`src/rtl/fifo_pkg.sv`:
```
// fifo_pkg: shared definitions for the FIFO frame packer.
//   state_t         - packer FSM state encoding (IDLE, HDR, DATA, CSUM)
//   HDR_TAG_DEFAULT - default upper byte of the header word
//   RD_LAT          - upstream FIFO read latency in cycles
package fifo_pkg;
   typedef enum logic [1:0] {IDLE, HDR, DATA, CSUM} state_t;
   localparam logic [7:0] HDR_TAG_DEFAULT = 8'hA5;
   localparam int RD_LAT = 1;
endpackage

```
`src/rtl/frame_skid_buf.sv`:
```
// frame_skid_buf: 2-entry payload buffer between the FIFO read port and the stream output.
//   clk, rst_n       - clock, asynchronous active-low reset (empties the buffer)
//   push, push_data  - write one word (never issued while full)
//   pop              - drop the head word (never issued while empty)
//   head             - oldest buffered word
//   count            - number of occupied entries (0..2)
module frame_skid_buf #(
   parameter int DATA_W = 16
) (
   input  logic              clk,
   input  logic              rst_n,
   input  logic              push,
   input  logic [DATA_W-1:0] push_data,
   input  logic              pop,
   output logic [DATA_W-1:0] head,
   output logic [1:0]        count
);
   logic [DATA_W-1:0] mem [2];
   logic              wr_ptr;
   logic              rd_ptr;

   always_ff @(posedge clk or negedge rst_n) begin
      if (!rst_n) begin
         mem[0] <= '0;
         mem[1] <= '0;
         wr_ptr <= 1'b0;
         rd_ptr <= 1'b0;
         count  <= 2'd0;
      end else begin
         if (push) begin
            mem[wr_ptr] <= push_data;
            wr_ptr      <= ~wr_ptr;
         end
         if (pop)
            rd_ptr <= ~rd_ptr;
         count <= count + 2'(push) - 2'(pop);
      end
   end

   assign head = mem[rd_ptr];
endmodule

```
`src/rtl/fifo_frame_packer.sv`:
```
// fifo_frame_packer: reads payload words from a synchronous FIFO and emits framed
// streams of header, FRAME_LEN payload words and a checksum word.
//   clk, rst_n            - clock, asynchronous active-low reset
//   fifo_empty, fifo_data - upstream FIFO status and read data (1-cycle latency)
//   fifo_r_en             - single-cycle read strobe to the upstream FIFO
//   m_valid, m_ready      - output stream handshake
//   m_data, m_last        - output word, high on the checksum word
//   frame_seq             - sequence number of the current or next frame
module fifo_frame_packer
   import fifo_pkg::*;
#(
   parameter int          DATA_W    = 16,
   parameter int          FRAME_LEN = 4,
   parameter logic [7:0]  HDR_TAG   = HDR_TAG_DEFAULT
) (
   input  logic              clk,
   input  logic              rst_n,
   input  logic              fifo_empty,
   input  logic [DATA_W-1:0] fifo_data,
   output logic              fifo_r_en,
   output logic              m_valid,
   input  logic              m_ready,
   output logic [DATA_W-1:0] m_data,
   output logic              m_last,
   output logic [7:0]        frame_seq
);
   state_t            state;
   logic [7:0]        req_cnt;
   logic [7:0]        tx_cnt;
   logic [DATA_W-1:0] sum;
   logic [DATA_W-1:0] head;
   logic [1:0]        cnt;
   logic [RD_LAT-1:0] rd_pipe;
   logic              xfer;
   logic              pop;
   logic [2:0]        occ;

   frame_skid_buf #(.DATA_W(DATA_W)) u_buf (
      .clk       (clk),
      .rst_n     (rst_n),
      .push      (rd_pipe[RD_LAT-1]),
      .push_data (fifo_data),
      .pop       (pop),
      .head      (head),
      .count     (cnt)
   );

   // Outputs are decoded straight from registered state, so a reset clears them at once.
   assign m_valid = state == HDR || state == CSUM || (state == DATA && cnt != 2'd0);
   assign m_last  = state == CSUM;
   assign m_data  = state == HDR  ? DATA_W'({HDR_TAG, frame_seq}) :
                    state == DATA ? head :
                    state == CSUM ? sum : '0;
   assign xfer = m_valid && m_ready;
   assign pop  = xfer && state == DATA;

   // Occupancy counts the slot freed by this cycle's pop, which is what lets an
   // unstalled stream read and emit one payload word every cycle.
   assign occ = 3'(cnt) + 3'($countones(rd_pipe)) - 3'(pop);
   assign fifo_r_en = rst_n && !fifo_empty && req_cnt < 8'(FRAME_LEN) && occ < 3'd2;

   always_ff @(posedge clk or negedge rst_n) begin
      if (!rst_n) begin
         state     <= IDLE;
         req_cnt   <= 8'd0;
         tx_cnt    <= 8'd0;
         sum       <= '0;
         frame_seq <= 8'd0;
         rd_pipe   <= '0;
      end else begin
         rd_pipe <= RD_LAT'({rd_pipe, fifo_r_en});
         if (fifo_r_en)
            req_cnt <= req_cnt + 8'd1;
         case (state)
            IDLE: if (!fifo_empty) state <= HDR;
            HDR:  if (xfer) state <= DATA;
            DATA: if (pop) begin
               sum    <= sum + head;
               tx_cnt <= tx_cnt + 8'd1;
               if (tx_cnt == 8'(FRAME_LEN - 1))
                  state <= CSUM;
            end
            CSUM: if (xfer) begin
               sum       <= '0;
               tx_cnt    <= 8'd0;
               req_cnt   <= 8'd0;
               frame_seq <= frame_seq + 8'd1;
               state     <= IDLE;
            end
            default: state <= IDLE;
         endcase
      end
   end
endmodule

```
`config.mk`:
```
export PLATFORM = sky130hd
export DESIGN_NAME = fifo_frame_packer
export DESIGN_NICKNAME = d
export VERILOG_FILES = /design/src/rtl/fifo_pkg.sv /design/src/rtl/frame_skid_buf.sv /design/src/rtl/fifo_frame_packer.sv
export SDC_FILE = /design/constraint.sdc
export NUM_CORES = 1
export LEC_CHECK = 0
export CAP_MARGIN = 0
export CORE_UTILIZATION = 52
export DETAILED_ROUTE_END_ITERATION = 10
export GPL_TIMING_DRIVEN = 0
export PLACE_DENSITY = 0.77
export RECOVER_POWER = 50
export SLEW_MARGIN = 20
export SYNTH_ARGS = -nofsm -noshare
export SYNTH_HDL_FRONTEND = slang
export SYNTH_HIERARCHICAL = 1
export SYNTH_SLANG_ARGS = --single-unit
```
`constraint.sdc`:
```
create_clock -name clk -period 3.8 [get_ports clk]
set_input_delay 0.95 -clock clk [delete_from_list [all_inputs] [get_ports clk]]
set_output_delay 0.95 -clock clk [all_outputs]
set_load 0.02 [all_outputs]
```
==> metrics.cfg, run 1 <==
[status]
outcome = complete, but fails checks
violations = negative setup slack

[critical_path]
r2r_slack_ns = 0.47
crit_family = adder cells
r2r_start = u_buf/rd_ptr$_DFFE_PN0P_
critPathKind = reg -> out
cp_common_cell = ha_4
cp_slowest_cell = fa_1
end_kind = primary output
crit_buf_inv = 2
cp-startpoint = state[0]$_DFFE_PN0P_
cpPeakStageDelay_ns = 0.50
crit_chain = inv_4 -> ha_4 -> nand2_4 -> a21oi_4 -> ha_4 -> nand2b_4 -> fa_1 -> or4b_4 -> nor4_4 -> buf_4
cp-start-kind = flip-flop
critPathRequiredTime_ns = 2.85
cp.arrival_ns = 2.98
worstPathMaxFanout = 3

[drt]
drc_errors = 0
vias_per_cell = 5.84
vias = 3436
ant_nets = 0
drt-total-wl_mm = 10.4
dr.pass1.iters = 5
wl_per_cell_um = 17.7
drtIter0Drc = 191

[floorplanning]
core_mm2 = 0.00830
die_area_mm2 = 0.00902
ios = 47
die_h_um = 95.0
initial_utilization_pct = 54.2
die_w_um = 95.0
rows = 33

[global_route]
grt_max_degree = 59
grt_pass1_wl_mm = 16.9
use_met1_pct = 32.7
gr-total-overflow = 0
grt_util_met2_pct = 40.0
antenna_found_initial = 0
grt_busiest_layer = met2
track_usage_pct = 25.0
first_global_vias = 3514
use_met3_pct = 5.64

[cts]
cts_root_buf = clkbuf_8
insertion_delay_ns = 0.35
cts_hold_buf = 0
clockBufferDepth = 2
cts.sinks = 79
cts_made_buffers = 9
clk_pin_slew_ns = 0.09
cts_max_level = 3
tritoncts = done

[synthesis]
synth_seq_area_share_pct = 44.0
ys_top_cells_by_count = dfrtp_1 (79), mux2_2 (39), nand2_1 (38), ha_1 (26), nor2_1 (26)
synth_most_common_cell = dfrtp_1
yosys_warnings = 6
synth_flop_cell = dfrtp_1
syn_nets = 458
synth_area_leaders = dfrtp_1 (44%), mux2_2 (9.8%), ha_1 (7.2%)
yosysTopAreaCell = dfrtp_1
ys_types = 51
yosysTopAreaCellShare_pct = 44.0
synth_edf_count = 0
synth_seq_cells = 79
syn_area_per_cell_um2 = 11.0
ys_async_sr_fraction_pct = 100
synthCells = 410
syn_area_mm2 = 0.00450

[place]
dp_hpwl_mm = 7.16
gp_congestion = 0.938
io_buffers = 46

[timing]
min_period_over_period_pct = 104
max_slew_margin_pct = 63.2
skew_ns = 0.00754
rsz0062_at_grt = yes
holdWs_ns = 0.487
min_period_ns = 3.93
tightest_slew_ns = 0.552
worst_slack_ns = -0.133
finalHoldViolations = 0
drv_slew = 0
finalSetupViolCount = 1
max_freq_ghz = 0.254

[finish]
final_util_pct = 66.0
diodes = 0
drive_gt1_share_pct = 23.4
nNetsFinal = 526
syn_to_final_growth_pct = 21.7

[min_path]
min_path_type = in -> async

[power]
vdd_ir_drop_max_mv = 0.509
p_total_mw = 4.97
p_leak_nw = 2.47
power_density_mw_per_mm2 = 908

[flow_run]
maxCapViolations = 0

==> layout make-up <==
type | count | area [um2]
fillers | 641 | 2830
multi-input cells | 303 | 2450
flip-flops and latches | 79 | 1980
repair buffers | 58 | 581
well taps | 105 | 131
clock buffers | 9 | 124
plain buffers | 17 | 120
clock inverters | 7 | 52.6
inverters | 10 | 40.0
==> report_power, final <==
group	internal, mW	switching, mW	total [mW]
Clock	0.245	0.344	0.589
Sequential	1.16	0.255	1.41
Combinational	1.41	1.55	2.97
==> kinds of logic (layout without fill, tap and decap cells) <==
kind of cell	count (synthesis)	count (layout)	synth area share (%)
adder cells (fa/ha/maj)	28	28	8.12
AND/OR/NAND/NOR	109	109	11.7
buffers and inverters	28	101	3.51
XOR/XNOR	30	30	5.84
AO/OA/AOI/OAI	85	85	13.3
flip-flops	79	79	44.0
multiplexers	51	51	13.6
==> per-stage QoR <==
stage / setup slack, ns / instance area (um2) / setup TNS, ns / cells
2_1_floorplan: -0.0873 / 4520 / -0.0873 / 410
3_3_place_gp: -2.89 / 5110 / -89.98 / 561
3_5_place_dp: -1.46 / 5130 / -2.02 / 562
4_1_cts: -0.181 / 5450 / -0.181 / 586
5_1_grt: -0.196 / 5470 / -0.196 / 588
6_report: -0.133 / 5470 / -0.133 / 588
==> final timing paths <==
kind | endpoint | cells after the start
max in group asynchronous | u_buf/mem[11]$_DFFE_PN0P_ | 2
worst max register to register | sum[14]$_DFFE_PN0P_ | 11
worst max-delay path | fifo_r_en | 10
min in group clk | frame_seq[7]$_DFFE_PN0P_ | 1
worst min-delay path | req_cnt[1]$_DFF_PN0_ | 1
worst min register to register | frame_seq[7]$_DFFE_PN0P_ | 1
==> worst reg2reg max path, cell delays in order, from the launching register on <==
cell	delay, ns
dfrtp_1	0.32
buf_2	0.21
buf_2	0.31
mux2_2	0.40
ha_1	0.22
fa_1	0.41
a21oi_1	0.21
o21ai_1	0.13
a211oi_2	0.34
nor3_1	0.11
or3_1	0.31
a32o_1	0.25
==> routing by layer <==
metal | vias to the layer above | wire (um)
met4 | 0 | 208
met2 | 122 | 5000
met5 | - | 0
met1 | 1694 | 4580
li1 | 1594 | -
met3 | 26 | 628
==> registers in the layout (all words and copies together), names as in the netlist, 2 cells and up <==
name,cells
frame_seq,8
state,2
req_cnt,8
u_buf/mem,32
sum,16
tx_cnt,8
u_buf/count,2
==> cells in the final DEF (no fill, tap or decap), drive strengths merged, types with 5 or more instances in the layout <==
master,n
a211oi,5
a21oi,14
a22oi,11
buf,24
clkbuf,17
clkdlybuf4s50,35
dfrtp,79
ha,26
inv,14
mux2,49
nand2,39
nand3,10
nand4,8
nor2,26
nor2b,10
nor3,5
o21ai,29
xnor2,17
xor2,13
==> repair_timing <==
item,4_1_cts,5_1_grt
setup endpoints to repair,11,13
pin swaps,6,2
gates resized for setup,29,7
buffers inserted,9,2
(Power assumes the default switching activity.)
==> run 2, diff against run 1 <==
CORE_UTILIZATION = 53   (was 52)
CTS_BUF_LIST = sky130_fd_sc_hd__clkbuf_4 sky130_fd_sc_hd__clkbuf_8   (was unset)
PLACE_DENSITY = 0.78   (was 0.77)
==> run 2 against run 1 <==
- the run still ends with negative setup slack left
- hold slack gained 0.023 ns
- die area shrank 1.9%
- routed wire length is essentially flat
- clock power grew 14%
- count of clock-buffer cells in the layout is the same
- first-iteration DRC count shrank 7.3%
- clock skew grew 0.0049 ns
- power grew 1.9%
- sequential power is essentially flat
- sequential share of layout area shrank 0.11 points
- highest routed layer unchanged
==> metrics.cfg, run 2 (synthesis gave the netlist of run 1 again) <==
[timing]
drv_slew = 0
max_slew_margin_pct = 61.2
setup_tns_ns = -0.192
min_period_over_period_pct = 105
max_freq_ghz = 0.250
min_period_ns = 3.99
skew_ns = 0.0124
rsz0062_at_grt = yes
holdWs_ns = 0.511
finalHoldViolations = 0
tightest_slew_ns = 0.582
worst_slack_ns = -0.192
finalSetupViolCount = 1

[finish]
largest_register_ffs = 32
final_util_pct = 66.8
syn_to_final_growth_pct = 22.0
largest_registers = u_buf/mem (32), sum (16)
layout_common_cells = dfrtp_1 (78), clkdlybuf4s50_1 (43), mux2_2 (39), nand2_1 (37), nor2_1 (25)
diodes = 0
stdcell_area_mm2 = 0.00549
drive_gt1_share_pct = 23.9
final_common_cell = dfrtp_1
nNetsFinal = 529
finalNonFillerCells = 591
largest-register = u_buf/mem

[drt]
drc_errors = 0
dr.pass1.iters = 4
drt-total-wl_mm = 10.4
ant_nets = 0
vias = 3405
drtIter0Drc = 177
wl_per_cell_um = 17.6
vias_per_cell = 5.76

[min_path]
min_path_type = reg -> reg
min_from = u_buf/mem[4]$_DFFE_PN0P_
hold_depth = 1
hold_end = u_buf/mem[4]$_DFFE_PN0P_

[critical_path]
worstPathMaxFanout = 5
cp-start-kind = flip-flop
r2r_start = u_buf/rd_ptr$_DFFE_PN0P_
cp.arrival_ns = 3.04
critPathKind = reg -> out
r2r_slack_ns = 0.46
end_kind = primary output
reg2regPathDepth = 11
r2r_end = sum[14]$_DFFE_PN0P_
critPathRequiredTime_ns = 2.85

[floorplanning]
core_mm2 = 0.00822
die_area_mm2 = 0.00886
initial_utilization_pct = 54.7
rows = 33
ios = 47
die_w_um = 94.1
die_h_um = 94.1

[global_route]
gr-total-overflow = 0
grt_pass1_wl_mm = 16.8
track_usage_pct = 25.2
antenna_found_initial = 0
grt_max_degree = 43
first_global_vias = 3411

[cts]
insertion_delay_ns = 0.36
clk_pin_slew_ns = 0.09
cts_made_buffers = 9
cts_root_buf = clkbuf_8
clockBufferDepth = 2
cts_max_level = 3
tritoncts = done
cts.sinks = 79

[place]
dp_hpwl_mm = 7.22
io_buffers = 46
gp_congestion = 0.940
place_area_mm2 = 0.00513
dpl.cell_count = 562
dp_slack_ns = -1.44

[power]
p_int_mw = 2.91
p_seq_share_pct = 27.8
switching_share_pct = 42.6
power_density_mw_per_mm2 = 923
p_leak_nw = 2.42
p_total_mw = 5.07
p_clk_share_pct = 13.2
vdd_ir_drop_max_mv = 0.629
p_comb_share_pct = 58.9
power_switching_mw = 2.16

[flow_run]
maxCapViolations = 0

[status]
violations = negative setup slack
outcome = complete, but fails checks

## run 2: cell types whose count changed in the layout (fill, tap and decap cells not counted), sizes merged
cell | before | now
bufinv | 0 | 1
clkinv | 2 | 0
dlygate4sd3 | 4 | 0
clkbuf | 17 | 16
clkdlybuf4s50 | 35 | 43
clkinvlp | 1 | 2
dlymetal6s2s | 4 | 0
buf | 24 | 28
## run 2: critical path: stages, from the launching register on
cell      delay, ns
dfrtp_2        0.44
buf_6          0.13
ha_4           0.18
nor2_4         0.14
a21oi_4        0.08
ha_4           0.24
nand2b_4       0.13
fa_1           0.51
or4b_4         0.48
nor4_4         0.18
buf_4          0.19
## run 2: worst max-delay path by stage
| stage | startpoint | end | slack (ns) |
|---|---|---|---|
| final | state[1]$_DFFE_PN0P_ | fifo_r_en | -0.19 |
| after global routing | state[0]$_DFFE_PN0P_ | fifo_r_en | -0.28 |
| after detailed placement | m_ready | fifo_r_en | -1.44 |
| after floorplan | m_ready | fifo_r_en | -0.09 |
| after CTS | state[0]$_DFFE_PN0P_ | fifo_r_en | -0.25 |
| after global placement | rst_n | fifo_r_en | -2.89 |
## run 2: cell type report
type / instances / area (um2)
repair buffers: 61 / 582
plain buffers: 17 / 119
fillers: 628 / 2730
well taps: 105 / 131
clock inverters: 7 / 85.1
flip-flops and latches: 79 / 1980
multi-input cells: 303 / 2430
clock buffers: 9 / 124
inverters: 10 / 37.5
## run 2: repair_timing
action,CTS,global route
pin swaps,5,7
setup endpoints to repair,11,6
setup buffers,6,8
hold buffers,0,0
hold endpoints to repair,0,0
resized for setup,22,6
gates cloned,0,0
## run 2: metal layers
metal  routed length (um)  GRT usage [%]
met2                 4870           40.8
met4                  193           10.0
met5                    0              0
met1                 4820           33.8
met3                  521           3.88
## run 2: power by group through the flow
| stage | sequential [mW] | clock (mW) | combinational [mW] |
|---|---|---|---|
| floorplan | 1.37 | 0 | 2.02 |
| global placement | 1.38 | 0 | 2.70 |
| detailed placement | 1.41 | 0 | 2.78 |
| CTS | 1.40 | 0.686 | 2.88 |
| global route | 1.45 | 0.715 | 3.26 |
| finish | 1.41 | 0.671 | 2.98 |
